===== config.mk =====
export PLATFORM = sky130hd
export DESIGN_NAME = input_port_buffer
export DESIGN_NICKNAME = d
export VERILOG_FILES = /design/src/rtl/input_port_buffer_pkg.sv /design/src/rtl/flit_fifo.sv /design/src/rtl/input_port_buffer.sv
export SDC_FILE = /design/constraint.sdc
export NUM_CORES = 1
export LEC_CHECK = 0
export CAP_MARGIN = 10
export CORE_ASPECT_RATIO = 1.25
export CORE_MARGIN = 2
export CORE_UTILIZATION = 51
export CTS_CLUSTER_SIZE = 28
export DETAILED_ROUTE_END_ITERATION = 12
export PLACE_DENSITY_LB_ADDON = 0.15
export SYNTH_ARGS = -nofsm -noshare
export SYNTH_HDL_FRONTEND = slang
export SYNTH_HIERARCHICAL = 1
export SYNTH_SLANG_ARGS = --single-unit

===== constraint.sdc =====
create_clock -name clk -period 10.3 [get_ports clk]
set_input_delay 2.06 -clock clk [delete_from_list [all_inputs] [get_ports clk]]
set_output_delay 2.06 -clock clk [all_outputs]
set_load 0.005 [all_outputs]

===== src/rtl/input_port_buffer_pkg.sv =====
// ---------------------------------------------------------------------------
// input_port_buffer_pkg
// Shared definitions for the router input-port buffer: flit-type codes,
// the packet length width, the default payload width and the packet FSM
// state type.
// ---------------------------------------------------------------------------
package input_port_buffer_pkg;

   localparam int LENGTH_W       = 12;
   localparam int DATA_W_DEFAULT = 32;
   localparam int FLIT_ID_W      = 3;

   localparam logic [FLIT_ID_W-1:0] FLIT_HEADER = 3'b001;
   localparam logic [FLIT_ID_W-1:0] FLIT_BODY   = 3'b010;
   localparam logic [FLIT_ID_W-1:0] FLIT_TAIL   = 3'b100;

   typedef enum logic [0:0] {
      IDLE   = 1'b0,
      IN_PKT = 1'b1
   } pkt_state_e;

   // BODY and TAIL are the only codes that may follow a HEADER inside a packet.
   function automatic logic is_payload_flit(input logic [FLIT_ID_W-1:0] id);
      return (id == FLIT_BODY) || (id == FLIT_TAIL);
   endfunction

endpackage


===== src/rtl/flit_fifo.sv =====
// ---------------------------------------------------------------------------
// flit_fifo
// Circular buffer of {flit_id, data} entries with an occupancy counter.
// Ports:
//   clk, rst          clock, synchronous active-high reset
//   wr_en, wr_id,     write request and flit; ignored while full, even when
//   wr_data           a read happens in the same cycle
//   rd_en             remove the head entry (ignored while empty)
//   head_id,head_data entry currently at the head of the queue
//   full, empty       occupancy flags, derived from the registered count only
// ---------------------------------------------------------------------------
module flit_fifo
   import input_port_buffer_pkg::*;
#(
   parameter int DEPTH  = 8,
   parameter int DATA_W = DATA_W_DEFAULT
) (
   input  logic                 clk,
   input  logic                 rst,
   input  logic                 wr_en,
   input  logic [FLIT_ID_W-1:0] wr_id,
   input  logic [DATA_W-1:0]    wr_data,
   input  logic                 rd_en,
   output logic [FLIT_ID_W-1:0] head_id,
   output logic [DATA_W-1:0]    head_data,
   output logic                 full,
   output logic                 empty
);

   localparam int PTR_W = $clog2(DEPTH);
   localparam int CNT_W = PTR_W + 1;

   logic [FLIT_ID_W+DATA_W-1:0] mem_q [DEPTH];
   logic [PTR_W-1:0]            wr_ptr_q, wr_ptr_d;
   logic [PTR_W-1:0]            rd_ptr_q, rd_ptr_d;
   logic [CNT_W-1:0]            count_q, count_d;
   logic                        wr_fire;
   logic                        rd_fire;

   assign full  = (count_q == CNT_W'(DEPTH));
   assign empty = (count_q == {CNT_W{1'b0}});
   assign {head_id, head_data} = mem_q[rd_ptr_q];

   // Next pointers and count; DEPTH is a power of two so pointers wrap naturally.
   always_comb begin
      wr_fire  = wr_en && !full;
      rd_fire  = rd_en && !empty;
      wr_ptr_d = wr_fire ? (wr_ptr_q + PTR_W'(1)) : wr_ptr_q;
      rd_ptr_d = rd_fire ? (rd_ptr_q + PTR_W'(1)) : rd_ptr_q;
      case ({wr_fire, rd_fire})
         2'b10:   count_d = count_q + CNT_W'(1);
         2'b01:   count_d = count_q - CNT_W'(1);
         default: count_d = count_q;
      endcase
   end

   // Pointer and occupancy registers.
   always_ff @(posedge clk) begin
      if (rst) begin
         wr_ptr_q <= {PTR_W{1'b0}};
         rd_ptr_q <= {PTR_W{1'b0}};
         count_q  <= {CNT_W{1'b0}};
      end else begin
         wr_ptr_q <= wr_ptr_d;
         rd_ptr_q <= rd_ptr_d;
         count_q  <= count_d;
      end
   end

   // Entry storage; contents need no reset because count gates visibility.
   always_ff @(posedge clk) begin
      if (wr_fire) begin
         mem_q[wr_ptr_q] <= {wr_id, wr_data};
      end
   end

endmodule


===== src/rtl/input_port_buffer.sv =====
// ---------------------------------------------------------------------------
// input_port_buffer
// Router input port: buffers incoming flits, requests the arbiter for whole
// packets (wormhole: the request is held from HEADER pop to TAIL pop) and
// discards flits that cannot legally appear at the head.
// Ports:
//   clk, rst                 clock, synchronous active-high reset
//   wr_en, flit_id_in,       one flit from the link per cycle
//   data_in
//   grant                    arbiter grant for this port
//   full, empty              FIFO occupancy flags
//   req                      request to the arbiter
//   flit_id_out, data_out    last popped flit (registered)
//   length_out               length field of the current packet's HEADER
//   valid_out                one-cycle pulse when data_out/flit_id_out change
//   drop                     one-cycle pulse after a malformed flit is discarded
// ---------------------------------------------------------------------------
module input_port_buffer
   import input_port_buffer_pkg::*;
#(
   parameter int DEPTH  = 8,
   parameter int DATA_W = DATA_W_DEFAULT
) (
   input  logic                 clk,
   input  logic                 rst,
   input  logic                 wr_en,
   input  logic [FLIT_ID_W-1:0] flit_id_in,
   input  logic [DATA_W-1:0]    data_in,
   input  logic                 grant,
   output logic                 full,
   output logic                 empty,
   output logic                 req,
   output logic [FLIT_ID_W-1:0] flit_id_out,
   output logic [DATA_W-1:0]    data_out,
   output logic [LENGTH_W-1:0]  length_out,
   output logic                 valid_out,
   output logic                 drop
);

   pkt_state_e             state_q, state_d;
   logic [FLIT_ID_W-1:0]   flit_id_q, flit_id_d;
   logic [DATA_W-1:0]      data_q, data_d;
   logic [LENGTH_W-1:0]    length_q, length_d;
   logic                   valid_q, valid_d;
   logic                   drop_q, drop_d;

   logic [FLIT_ID_W-1:0]   head_id;
   logic [DATA_W-1:0]      head_data;
   logic                   head_is_hdr;
   logic                   head_is_payload;
   logic                   pop_s;
   logic                   discard_s;
   logic                   req_s;

   flit_fifo #(
      .DEPTH  (DEPTH),
      .DATA_W (DATA_W)
   ) u_fifo (
      .clk       (clk),
      .rst       (rst),
      .wr_en     (wr_en),
      .wr_id     (flit_id_in),
      .wr_data   (data_in),
      .rd_en     (pop_s || discard_s),
      .head_id   (head_id),
      .head_data (head_data),
      .full      (full),
      .empty     (empty)
   );

   // Packet FSM: pop/discard decisions, request, next state and output data.
   always_comb begin
      head_is_hdr     = (head_id == FLIT_HEADER);
      head_is_payload = is_payload_flit(head_id);
      pop_s           = 1'b0;
      discard_s       = 1'b0;
      req_s           = 1'b0;
      state_d         = state_q;
      flit_id_d       = flit_id_q;
      data_d          = data_q;
      length_d        = length_q;

      case (state_q)
         IDLE: begin
            req_s     = !empty && head_is_hdr;
            pop_s     = grant && !empty && head_is_hdr;
            // Anything but a HEADER cannot start a packet; flush it without waiting for grant.
            discard_s = !empty && !head_is_hdr;
         end
         IN_PKT: begin
            // Request stays up through body gaps so the output stays allocated.
            req_s     = 1'b1;
            pop_s     = grant && !empty && head_is_payload;
            discard_s = !empty && !head_is_payload;
         end
         default: begin
            state_d = IDLE;
         end
      endcase

      if (pop_s) begin
         flit_id_d = head_id;
         data_d    = head_data;
         if (head_is_hdr) begin
            state_d  = IN_PKT;
            length_d = head_data[LENGTH_W-1:0];
         end else if (head_id == FLIT_TAIL) begin
            state_d = IDLE;
         end else begin
            state_d = state_q;
         end
      end else begin
         flit_id_d = flit_id_q;
         data_d    = data_q;
      end

      valid_d = pop_s;
      drop_d  = discard_s;
   end

   // State and output registers.
   always_ff @(posedge clk) begin
      if (rst) begin
         state_q   <= IDLE;
         flit_id_q <= {FLIT_ID_W{1'b0}};
         data_q    <= {DATA_W{1'b0}};
         length_q  <= {LENGTH_W{1'b0}};
         valid_q   <= 1'b0;
         drop_q    <= 1'b0;
      end else begin
         state_q   <= state_d;
         flit_id_q <= flit_id_d;
         data_q    <= data_d;
         length_q  <= length_d;
         valid_q   <= valid_d;
         drop_q    <= drop_d;
      end
   end

   assign req         = req_s;
   assign flit_id_out = flit_id_q;
   assign data_out    = data_q;
   assign length_out  = length_q;
   assign valid_out   = valid_q;
   assign drop        = drop_q;

endmodule


Word level (Yosys, flattened, before mapping)
Memories as Yosys holds them, arrays and structs flattened. A register that Yosys moved wholly into a read port is not among the register bits.
Cells that the tools add are included.
{"block": "totals", "ff_bits": 60, "ram_bits": 280, "output_inout_bits": 52, "memories": 1}
{"block": "op_classes", "n_addsub": 4, "n_eq_ne": 6, "mux": 10, "bitwise": 1, "n_reduce_logical": 19}
{"memory": "u_fifo.mem_q", "depth": 8, "word_bits": 35, "read_ports": 1, "rd_ports_with_merged_regs": 1, "write_ports": 1, "line_no": "flit_fifo.sv:33", "source": "logic [FLIT_ID_W+DATA_W-1:0] mem_q [DEPTH];"}
{"operator": "$logic_and A1 B1 Y1", "count": 8}
{"operator": "$pmux W4 S2", "count": 1}
{"operator": "$add A3 B1 Y3 const B", "count": 2}
{"operator": "$mux W3", "count": 2}
{"operator": "$pmux W1 S2", "count": 3}
{"operator": "$add A4 B1 Y4 const B", "count": 1}
{"operator": "$eq A4 B4 Y1 const B", "count": 1}
{"operator": "$logic_not A1 Y1", "count": 4}
{"operator": "$logic_not A4 Y1", "count": 1}
{"operator": "$mux W1", "count": 4}
{"operator": "$reduce_and A2 Y1", "count": 2}
{"operator": "$reduce_bool A2 Y1", "count": 2}
{"operator": "$sub A4 B1 Y4 const B", "count": 1}
{"operator": "$eq A3 B1 Y1 const B", "count": 1}
{"operator": "$eq A3 B2 Y1 const B", "count": 1}
{"operator": "$eq A3 B3 Y1 const B", "count": 1}
{"operator": "$eq A2 B1 Y1 const B", "count": 1}
{"operator": "$eq A2 B2 Y1 const B", "count": 1}
{"operator": "$logic_or A1 B1 Y1", "count": 2}
{"operator": "$not A1 Y1", "count": 1}

Depth between registers and ports, before layout
{"block": "depth", "ltp_word": 9, "depth_mapped": 17, "mapped_depth_nobuf": 13}

Cells and area by module
The synthesis kept the hierarchy.
{"module": "flit_fifo", "instances": 1, "cells_per_inst": 479, "area_each_um2": 11359.6, "seq_area_each_um2": 8668.3}
{"module": "input_port_buffer", "instances": 1, "cells_per_inst": 361, "area_each_um2": 2976.6, "seq_area_each_um2": 1001.0}

Least setup slack after synthesis
OpenSTA, ideal clock, no wires.
{"block": "synth_path", "path_type": "input-to-reg", "startpoint": "input wr_en", "endpoint": "memory u_fifo/mem_q[0][0] in the netlist's numbering (enable)", "t_arrival_ns": 5.475, "slack_ns": 4.310, "stages": 2, "n_path_buf": 0, "path_cell_list": "nand2_8 nor4_1"}
{"block": "synth_between", "elab_chain_cells": 3}
{"item": "start: declaration", "line_no": "input_port_buffer.sv:26", "source": "input logic wr_en,"}
{"item": "$logic_and A1 B1 Y1", "line_no": "flit_fifo.sv:46", "source": "wr_fire = wr_en && !full;"}
{"item": "$mux W1", "line_no": "flit_fifo.sv:72", "source": "if (wr_fire) begin"}
{"item": "$mux W1 (not written as such)", "line_no": "flit_fifo.sv:73", "source": "mem_q[wr_ptr_q] <= {wr_id, wr_data};"}
{"item": "end: declaration", "line_no": "flit_fifo.sv:33"}
Every way passes these cells.

==> flow_summary.json <==
{
  "status": "completed",
  "irDropWorstVdd_mv": 0.1290,
  "critPathCaptureType": "primary output",
  "worst_min_path_start": "length_out[11]",
  "globalRouteMet3Util_pct": 3.378,
  "timing.final.setup_violations": 0,
  "route.detailed.wl_per_inst_um": 24.49,
  "worst_ep_required_time_ns": 8.24,
  "synth.area.top_cells": "sky130_fd_sc_hd__edfxtp_1 59%, sky130_fd_sc_hd__dfxtp_1 8.8%, sky130_fd_sc_hd__mux4_1 6.4%",
  "asyncSetResetFlopFracSynth_pct": 0,
  "synth.yosys.warnings": 6,
  "predominant_post_synthesis_flop_cell": "sky130_fd_sc_hd__edfxtp_1",
  "final_hold_violating_endpoints": 0,
  "power_report.internal_total_mw": 2.697,
  "power.static_leakage_nw": 5.340,
  "power_per_cell_area_nw_per_um2": 224.7,
  "synth-seq-cells": 343,
  "setup_total_negative_slack_ns": 0,
  "layout.nets": 956,
  "finalWeightedCongestion": 0.7325,
  "initial_antenna_violation_count": 0,
  "timing.clock.skew_ns": 0.01824,
  "finalCritPeriodShare_pct": 58.64,
  "p_switching_mw": 1.025,
  "layout-drive-gt1-share_pct": 17.82,
  "max_freq_ghz": 0.1656,
  "die-area_sq_um": 29480,
  "hpwl_mm": 17.70,
  "drc_violation_count_after_routing": 0,
  "timing_worst_slew_pin_value_ns": 1.159,
  "hold_path_class": "flop to flop",
  "clock_path_buffers": 3,
  "synth_seq_area_share_pct": 67.45,
  "finalNonFillerCells": 1287,
  "regToRegSetupSlack_ns": 5.08,
  "hold_depth": 2,
  "layout_min_cycle_time_ns": 6.040,
  "grt_pass1_wl_mm": 48.89,
  "met1_usage_pct": 27.65,
  "post_synth_instance_area_sq_um": 14340,
  "share_comb_of_total_power_pct": 22.1,
  "total_routing_usage_gr_pct": 21.67,
  "p_sw_share_pct": 27.54,
  "path_clk_slew_ns": 0.06,
  "placement_rows": 68,
  "first_global_vias": 8522,
  "drtIter0Drc": 611,
  "yosysTopAreaCell": "sky130_fd_sc_hd__edfxtp_1",
  "clk_root_buffer_cell": "sky130_fd_sc_hd__clkbuf_16",
  "global_routing_s_busiest_layer": "met2",
  "drv.max_cap_violation_count": 0,
  "via_count": 8103,
  "path_class": "flop to primary output",
  "initial_core_util_pct": 51.85,
  "synthMostInstantiatedCell": "sky130_fd_sc_hd__edfxtp_1",
  "timing.hold.worst_endpoint": "length_out[11]",
  "grt_setup_unrepaired": "no",
  "synthesis.nets": 884,
  "relSlewSlack_pct": 22.39,
  "htree_num_levels": 2,
  "worst-path-max-fanout": 37,
  "post_detailed_route_via_to_cell_ratio": 6.296,
  "place.port_buffers": 90,
  "cell_count_post_placement": 1225,
  "synthToLayoutAreaGrowth_pct": 15.56,
  "grt_use_met2_pct": 38.24,
  "die_y_um": 191.5,
  "postCtsHoldBufs": 0,
  "synth.top_cell.area_share_pct": 58.65,
  "seq_power_share_pct": 45.9,
  "arrival_ns": 3.98,
  "clkLatencyLatePin_ns": 0.51,
  "overflow": 0,
  "grt_start_max_net_pins": 96,
  "netlist_instances": 840,
  "cts.sinks": 343,
  "detail_route.first_pass.iterations": 6,
  "yosysUniqueCellTypes": 50,
  "p_clk_share_pct": 32.1,
  "chipWidth_um": 154.0,
  "cts_inserted_buffers": 35,
  "post_cts_resized": 0,
  "finalMaxSlewViolations": 0,
  "drtAntennaViolNets": 0,
  "ranking_of_synthesized_cells_by_instance_count": "280 x sky130_fd_sc_hd__edfxtp_1, 63 x sky130_fd_sc_hd__dfxtp_1, 46 x sky130_fd_sc_hd__nand3_1",
  "wirelength_mm": 31.52,
  "cts_tree": "built",
  "post-cts-setup-buffer-count": 0,
  "placeableCoreArea_sq_um": 27650,
  "post_synth.cell_area_avg_sq_um": 17.07,
  "io-pin-count": 91,
  "edff_count_synth": 280,
  "antenna-diode-count": 0,
  "worst_setup_path_start_kind": "flop",
  "crit-reg2reg-capture": "u_fifo/count_q[3]",
  "ff2ff_path_depth": 12
}
[layout make-up]
cell class | instances | area (sq um)
fill | 2025 | 11080
inverter | 4 | 15.01
clock buffer | 43 | 958.4
sequential | 343 | 9674
timing repair buffer | 109 | 1039
tap | 350 | 437.9
clock inverter | 19 | 123.9
multi-input combinational | 419 | 4319
[critical path: stages (launching register included)]
cell and delay, ns:
sky130_fd_sc_hd__dfxtp_4 0.77, sky130_fd_sc_hd__buf_4 0.68, sky130_fd_sc_hd__mux4_1 0.37, sky130_fd_sc_hd__mux2_2 0.27, sky130_fd_sc_hd__inv_1 0.11, sky130_fd_sc_hd__o41ai_1 0.62, sky130_fd_sc_hd__clkdlybuf4s50_1 0.62
[power groups by stage]
stage               Clock, mW  Sequential (mW)  Combinational, mW
global route             1.28             1.72              0.882
floorplan                   0             1.70              0.554
CTS                      1.22             1.71              0.826
finish                   1.19             1.71              0.821
detailed placement          0             1.74              0.820
global placement            0             1.73              0.792
[cells in the final DEF, fill, tap and decap left out, types with 33 or more instances in the layout]
master,synthesis,routed
sky130_fd_sc_hd__edfxtp_1,280,280
sky130_fd_sc_hd__clkdlybuf4s50_1,0,89
sky130_fd_sc_hd__dfxtp_1,63,61
sky130_fd_sc_hd__nand3_1,46,46
sky130_fd_sc_hd__clkbuf_16,0,37
sky130_fd_sc_hd__mux2_2,37,37
sky130_fd_sc_hd__o21ai_0,35,35
sky130_fd_sc_hd__mux4_2,35,35
sky130_fd_sc_hd__mux4_1,35,35
sky130_fd_sc_hd__nor2b_1,33,33
[sequential cells by signal (all words and copies together), names as in the netlist, named ones only]
name,flops
data_out,32
drop,1
flit_id_out,3
length_out,12
state_q,1
u_fifo/count_q,4
u_fifo/mem_q,280
u_fifo/rd_ptr_q,3
u_fifo/wr_ptr_q,3
valid_out,1
[worst max-delay path by stage]
stage / slack, ns / to / start / cells after the start
after global placement: 4.85 / req / flop / 6
after CTS: 4.25 / req / flop / 6
after floorplan: 4.31 / u_fifo/mem_q[0][0] / wr_en / 2
after global routing: 4.09 / req / flop / 6
final: 4.26 / req / flop / 6
after detailed placement: 4.78 / req / flop / 6
[cell families after synthesis]
| logic type | after synthesis | share of synthesized area [%] |
|---|---|---|
| AO/OA/AOI/OAI | 108 | 4.600 |
| XOR/XNOR | 7 | 0.4800 |
| adder cells (fa/ha/maj) | 5 | 0.4364 |
| buffers and inverters | 78 | 2.976 |
| flip-flops | 343 | 67.45 |
| multiplexers | 109 | 14.96 |
| AND/OR/NAND/NOR | 190 | 9.103 |
[metal layers]
metal / wire length (um) / vias to the layer above
met5: 0 / -
met4: 806 / 0
met3: 1482 / 63
met2: 16250 / 270
met1: 12980 / 4199
li1: - / 3571
[per-stage QoR]
step / instance area (sq um) / hold slack (ns) / worst slack, ns / power (mW) / utilization [%]
after global placement: 15480 / 0.4683 / 4.846 / 2.523 / 56.00
after detailed placement: 15480 / 0.4732 / 4.781 / 2.557 / 56.00
final: 16570 / 0.4835 / 4.260 / 3.722 / 59.91
after global routing: 16570 / 0.4972 / 4.087 / 3.876 / 59.91
after CTS: 16570 / 0.4814 / 4.255 / 3.755 / 59.91
after floorplan: 14340 / 0.4701 / 4.310 / 2.253 / -
Note: power is estimated with default switching activity, not from simulation.
==> edit 1 (same settings) <==
Reset style: asynchronous (`rst`), changed in 2 clocked blocks. Comments in the files are not updated.
--- a/src/rtl/flit_fifo.sv
+++ b/src/rtl/flit_fifo.sv
@@ -55,7 +55,7 @@
    end
 
    // Pointer and occupancy registers.
-   always_ff @(posedge clk) begin
+   always_ff @(posedge clk or posedge rst) begin
       if (rst) begin
          wr_ptr_q <= {PTR_W{1'b0}};
          rd_ptr_q <= {PTR_W{1'b0}};
--- a/src/rtl/input_port_buffer.sv
+++ b/src/rtl/input_port_buffer.sv
@@ -119,7 +119,7 @@
    end
 
    // State and output registers.
-   always_ff @(posedge clk) begin
+   always_ff @(posedge clk or posedge rst) begin
       if (rst) begin
          state_q   <= IDLE;
          flit_id_q <= {FLIT_ID_W{1'b0}};
Behaviour: differs if rst is asserted again (counterexample within 4 cycles, from zero or initial values and one cycle with rst high); with rst held inactive, the same outputs for 4 cycles.
==> edit 1 against the unedited design <==
- maximum frequency is 3.1% higher
- highest routed layer unchanged
- synthesized area fell by 6.3%
- sequential cell count is 3 lower
- routed wire length decreased by 23%
- setup slack improved by 0.18 ns
- die area decreased by 6.1%
- design area fell by 4.6%
- count of clock-buffer cells in the layout down 10
- total power is 20% higher
- critical path type unchanged
==> edit 1: results (changes against the unedited design) <==
run status complete, no violations; gpl congestion 0.738 (+0.70%); wire per inst 22.4 um (-8.4%); initial detailed-routing violation count 319 (-48%); placed inst area 14,700 um^2 (-4.8%); Slew @ Worst Pin 1.16 ns (+0.00439 ns); FF-to-FF setup slack 5.11 ns (+0.03 ns); DR vias/cell 5.73 (-9.0%); area taken by multi-input logic gates 3360 um^2 (-22%); Clock net power between 0.001 and 0.0015 W; crit-path max FO 70 (+89%); Worst path slowest cell buf_4; skew final 0.0124 ns (-0.00581 ns); Placed Cells 1,019 (-17%); global-route usage over all layers 17.9% (-3.8 points); Post-DP HPWL 13,100 um (-26%); Fillers 1,834 (-9.4%); share of cells above drive strength 1 22.0% (+4.2 points); switching power share of the total 27.8% (+0.25 points); max incr delay on CP 0.86 ns (+0.09 ns); Syn Area/Cell 22.3 um^2 (+31%); Pwr Total 0.00445 W (+20%); Seq/Total Area, Yosys 73.7% (+6.3 points); Hold Slack 0.489 ns (+0.00536 ns); WP data arrival 3.80 ns (-0.18 ns); Leak Pwr 5.48 nW (+2.6%); top cells by count, synth 280 x edfxtp_1, 77 x mux2_2, 70 x mux4_1, 60 x dfrtp_1, 11 x buf_6; ys async rst share 17.6% (+18 points); CTS buffer count 31 (-11%); Worst-Skew Late Latency 0.55 ns (+0.04 ns); DR vias 6,168 (-24%); largest net degree at the start of global routing 71 (-26%); first-pass GRT wire length 36,900 um (-25%); Sequential Power Share 42.6% (-3.3 points); Worst Hold Path Cells 1 (-1); most area-consuming cells after synthesis edfxtp_1 63%, mux4_1 14%, dfrtp_1 11%; grt met2 use 32.4% (-5.9 points); Layout Nets 757 (-21%); dpl ws 4.99 ns (+0.207 ns); Post-Syn Nets 648 (-27%); worst r2r path cells 13 (+1); Synth cell types 41 (-18%); grt peak-use layer met2; vias in the first global route 6,275 (-26%); Max rail drop VDD 168 uV (+31%); global-route met3 utilization 2.55% (-0.83 points)
-- edit 1: changes by cell type after synthesis, sizes merged, moves of 33 or more --
cell   before  now
dfrtp       0   60
o21ai      45    5
dfxtp      63    0
nand3      48    5
nor2b      33    0
mux2       37   81
-- edit 1: layout make-up --
class / instances / area share, %
Tap cell: 340 / 2.69
Multi-Input combinational cell: 226 / 21.3
Sequential cell: 340 / 62.8
Timing Repair Buffer: 103 / 6.32
Clock buffer: 33 / 5.02
Clock inverter: 25 / 1.71
Inverter: 10 / 0.238
-- edit 1: logic make-up after synthesis --
| kind of cell | count (synthesis) | share of synthesized area [%] |
|---|---|---|
| AO/OA/AOI/OAI | 19 | 1.03 |
| XOR/XNOR | 6 | 0.391 |
| adder cells (fa/ha/maj) | 6 | 0.614 |
| buffers and inverters | 37 | 1.69 |
| flip-flops | 340 | 73.7 |
| multiplexers | 152 | 20.5 |
| AND/OR/NAND/NOR | 43 | 1.99 |
-- edit 1: how the worst min path moves through the flow --
stage / end
after floorplan: data_out[22]$_DFFE_PP0P_
after global placement: data_out[9]$_DFFE_PP0P_
after detailed placement: data_out[9]$_DFFE_PP0P_
after CTS: data_out[9]$_DFFE_PP0P_
after global routing: data_out[13]$_DFFE_PP0P_
final: data_out[9]$_DFFE_PP0P_
-- edit 1: critical path: cells and delay by family (launching register included) --
kind	cells	cell delay, ns
flip-flops	1	0.42
multiplexers	2	0.99
buffers and inverters	2	1.35
AND/OR/NAND/NOR	2	0.44
-- edit 1: layer usage --
metal | wire [um] | share of wire [%] | vias to the layer above
met1 | 10100 | 42 | 3212
li1 | - | - | 2754
met4 | 397 | 1.6 | 0
met2 | 12700 | 53 | 166
met3 | 1010 | 4.2 | 36
met5 | 0 | 0 | -
==> edit 2 (same flow settings) <==
Without the edit above. `DATA_W_DEFAULT`: 32 -> 28.
--- a/src/rtl/input_port_buffer_pkg.sv
+++ b/src/rtl/input_port_buffer_pkg.sv
@@ -7,7 +7,7 @@
 package input_port_buffer_pkg;
 
    localparam int LENGTH_W       = 12;
-   localparam int DATA_W_DEFAULT = 32;
+   localparam int DATA_W_DEFAULT = 28;
    localparam int FLIT_ID_W      = 3;
 
    localparam logic [FLIT_ID_W-1:0] FLIT_HEADER = 3'b001;
Interface: changed (resized data_in and data_out); port bits go from 91 to 83. The function was not compared with the original's and may differ.
==> edit 2 against the unedited design <==
- count of clock-buffer cells in the layout fell by 7
- die area fell by 9.3%
- sequential cell count is 36 lower
- design area shrank 8.3%
- total power shrank 5.7%
- setup slack improved by 0.021 ns
- synthesized area shrank 9.5%
- clock skew decreased by 0.0062 ns
- routed wire length fell by 10%
- global-route usage down 0.64 points
==> edit 2: results (changes against the unedited design) <==
initial detailed-routing violation count 610 (-0.16%); final core utilization 60.5% (+0.56 points); final cell count without fillers 1,187 (-7.8%); post-synthesis mux area share 15.3% (+0.35 points); Worst-Skew Late Latency 0.56 ns (+0.05 ns); Leak Pwr 4.99 nW (-6.6%); Max Fclk 0.166 GHz (+0.34%); Synth cell types 53 (+6.0%); Hold Slack 0.481 ns (-0.00221 ns); Layout Nets 868 (-9.2%); run status complete, no violations; Post-Syn Nets 797 (-9.8%); htree depth 1 (-1); drt first pass iters 5 (-1); Synth Area in Compound Gates 4.70% (+0.096 points); Seq/Total Area, Yosys 66.5% (-0.95 points); Yosys top cell area share 57.4% (-1.3 points); switching power share of the total 26.6% (-0.96 points); met3 WL post-DR 1360 um (-8.1%); Synth Instances 757 (-9.9%); largest net degree at the start of global routing 88 (-8.3%); Routed met1 length 11,900 um (-8.7%); FF-to-FF setup slack 5.15 ns (+0.07 ns); met2 WL 14,300 um (-12%); flops & latches, synth 307 (-10%); placed inst area 14,000 um^2 (-9.3%); Placed Cells 1,129 (-7.8%); Worst path slowest cell buf_4; power of the sequential group 0.00152 W (-11%); Synth Area in XOR/XNOR 0.530% (+0.050 points); most area-consuming cells after synthesis edfxtp_1 57%, mux4_1 11%, dfxtp_1 9.1%; sequential cell area share 56.8% (-1.6 points); IO Port Bufs 82 (-8.9%); WL final 28,300 um (-10%); Post-synth EDFFs 248 (-11%); gpl congestion 0.748 (+2.1%); Max rail drop VDD 139 uV (+8.2%)
==> edit 2: layer usage <==
metal / vias up / global-route usage [%]
met5: - / 0
met4: 0 / 6.52
met3: 51 / 2.90
met2: 217 / 36.8
met1: 3738 / 27.5
li1: 3253 / -
==> edit 2: final timing paths <==
path,depth (start not counted),startpoint,end
worst min register to register,2,length_out[5]$_SDFFE_PP0P_,length_out[5]$_SDFFE_PP0P_
worst max-delay path,5,register,req
worst min-delay path,2,length_out[5]$_SDFFE_PP0P_,length_out[5]$_SDFFE_PP0P_
worst max register to register,12,register,u_fifo/count_q[3]$_SDFFE_PP0P_
==> edit 2: logic make-up (layout without fill, tap and decap cells) <==
kind of cell | Yosys count | after routing
multiplexers | 97 | 97
adder cells (fa/ha/maj) | 5 | 5
buffers and inverters | 67 | 162
AND/OR/NAND/NOR | 174 | 174
AO/OA/AOI/OAI | 100 | 100
XOR/XNOR | 7 | 7
flip-flops | 307 | 307
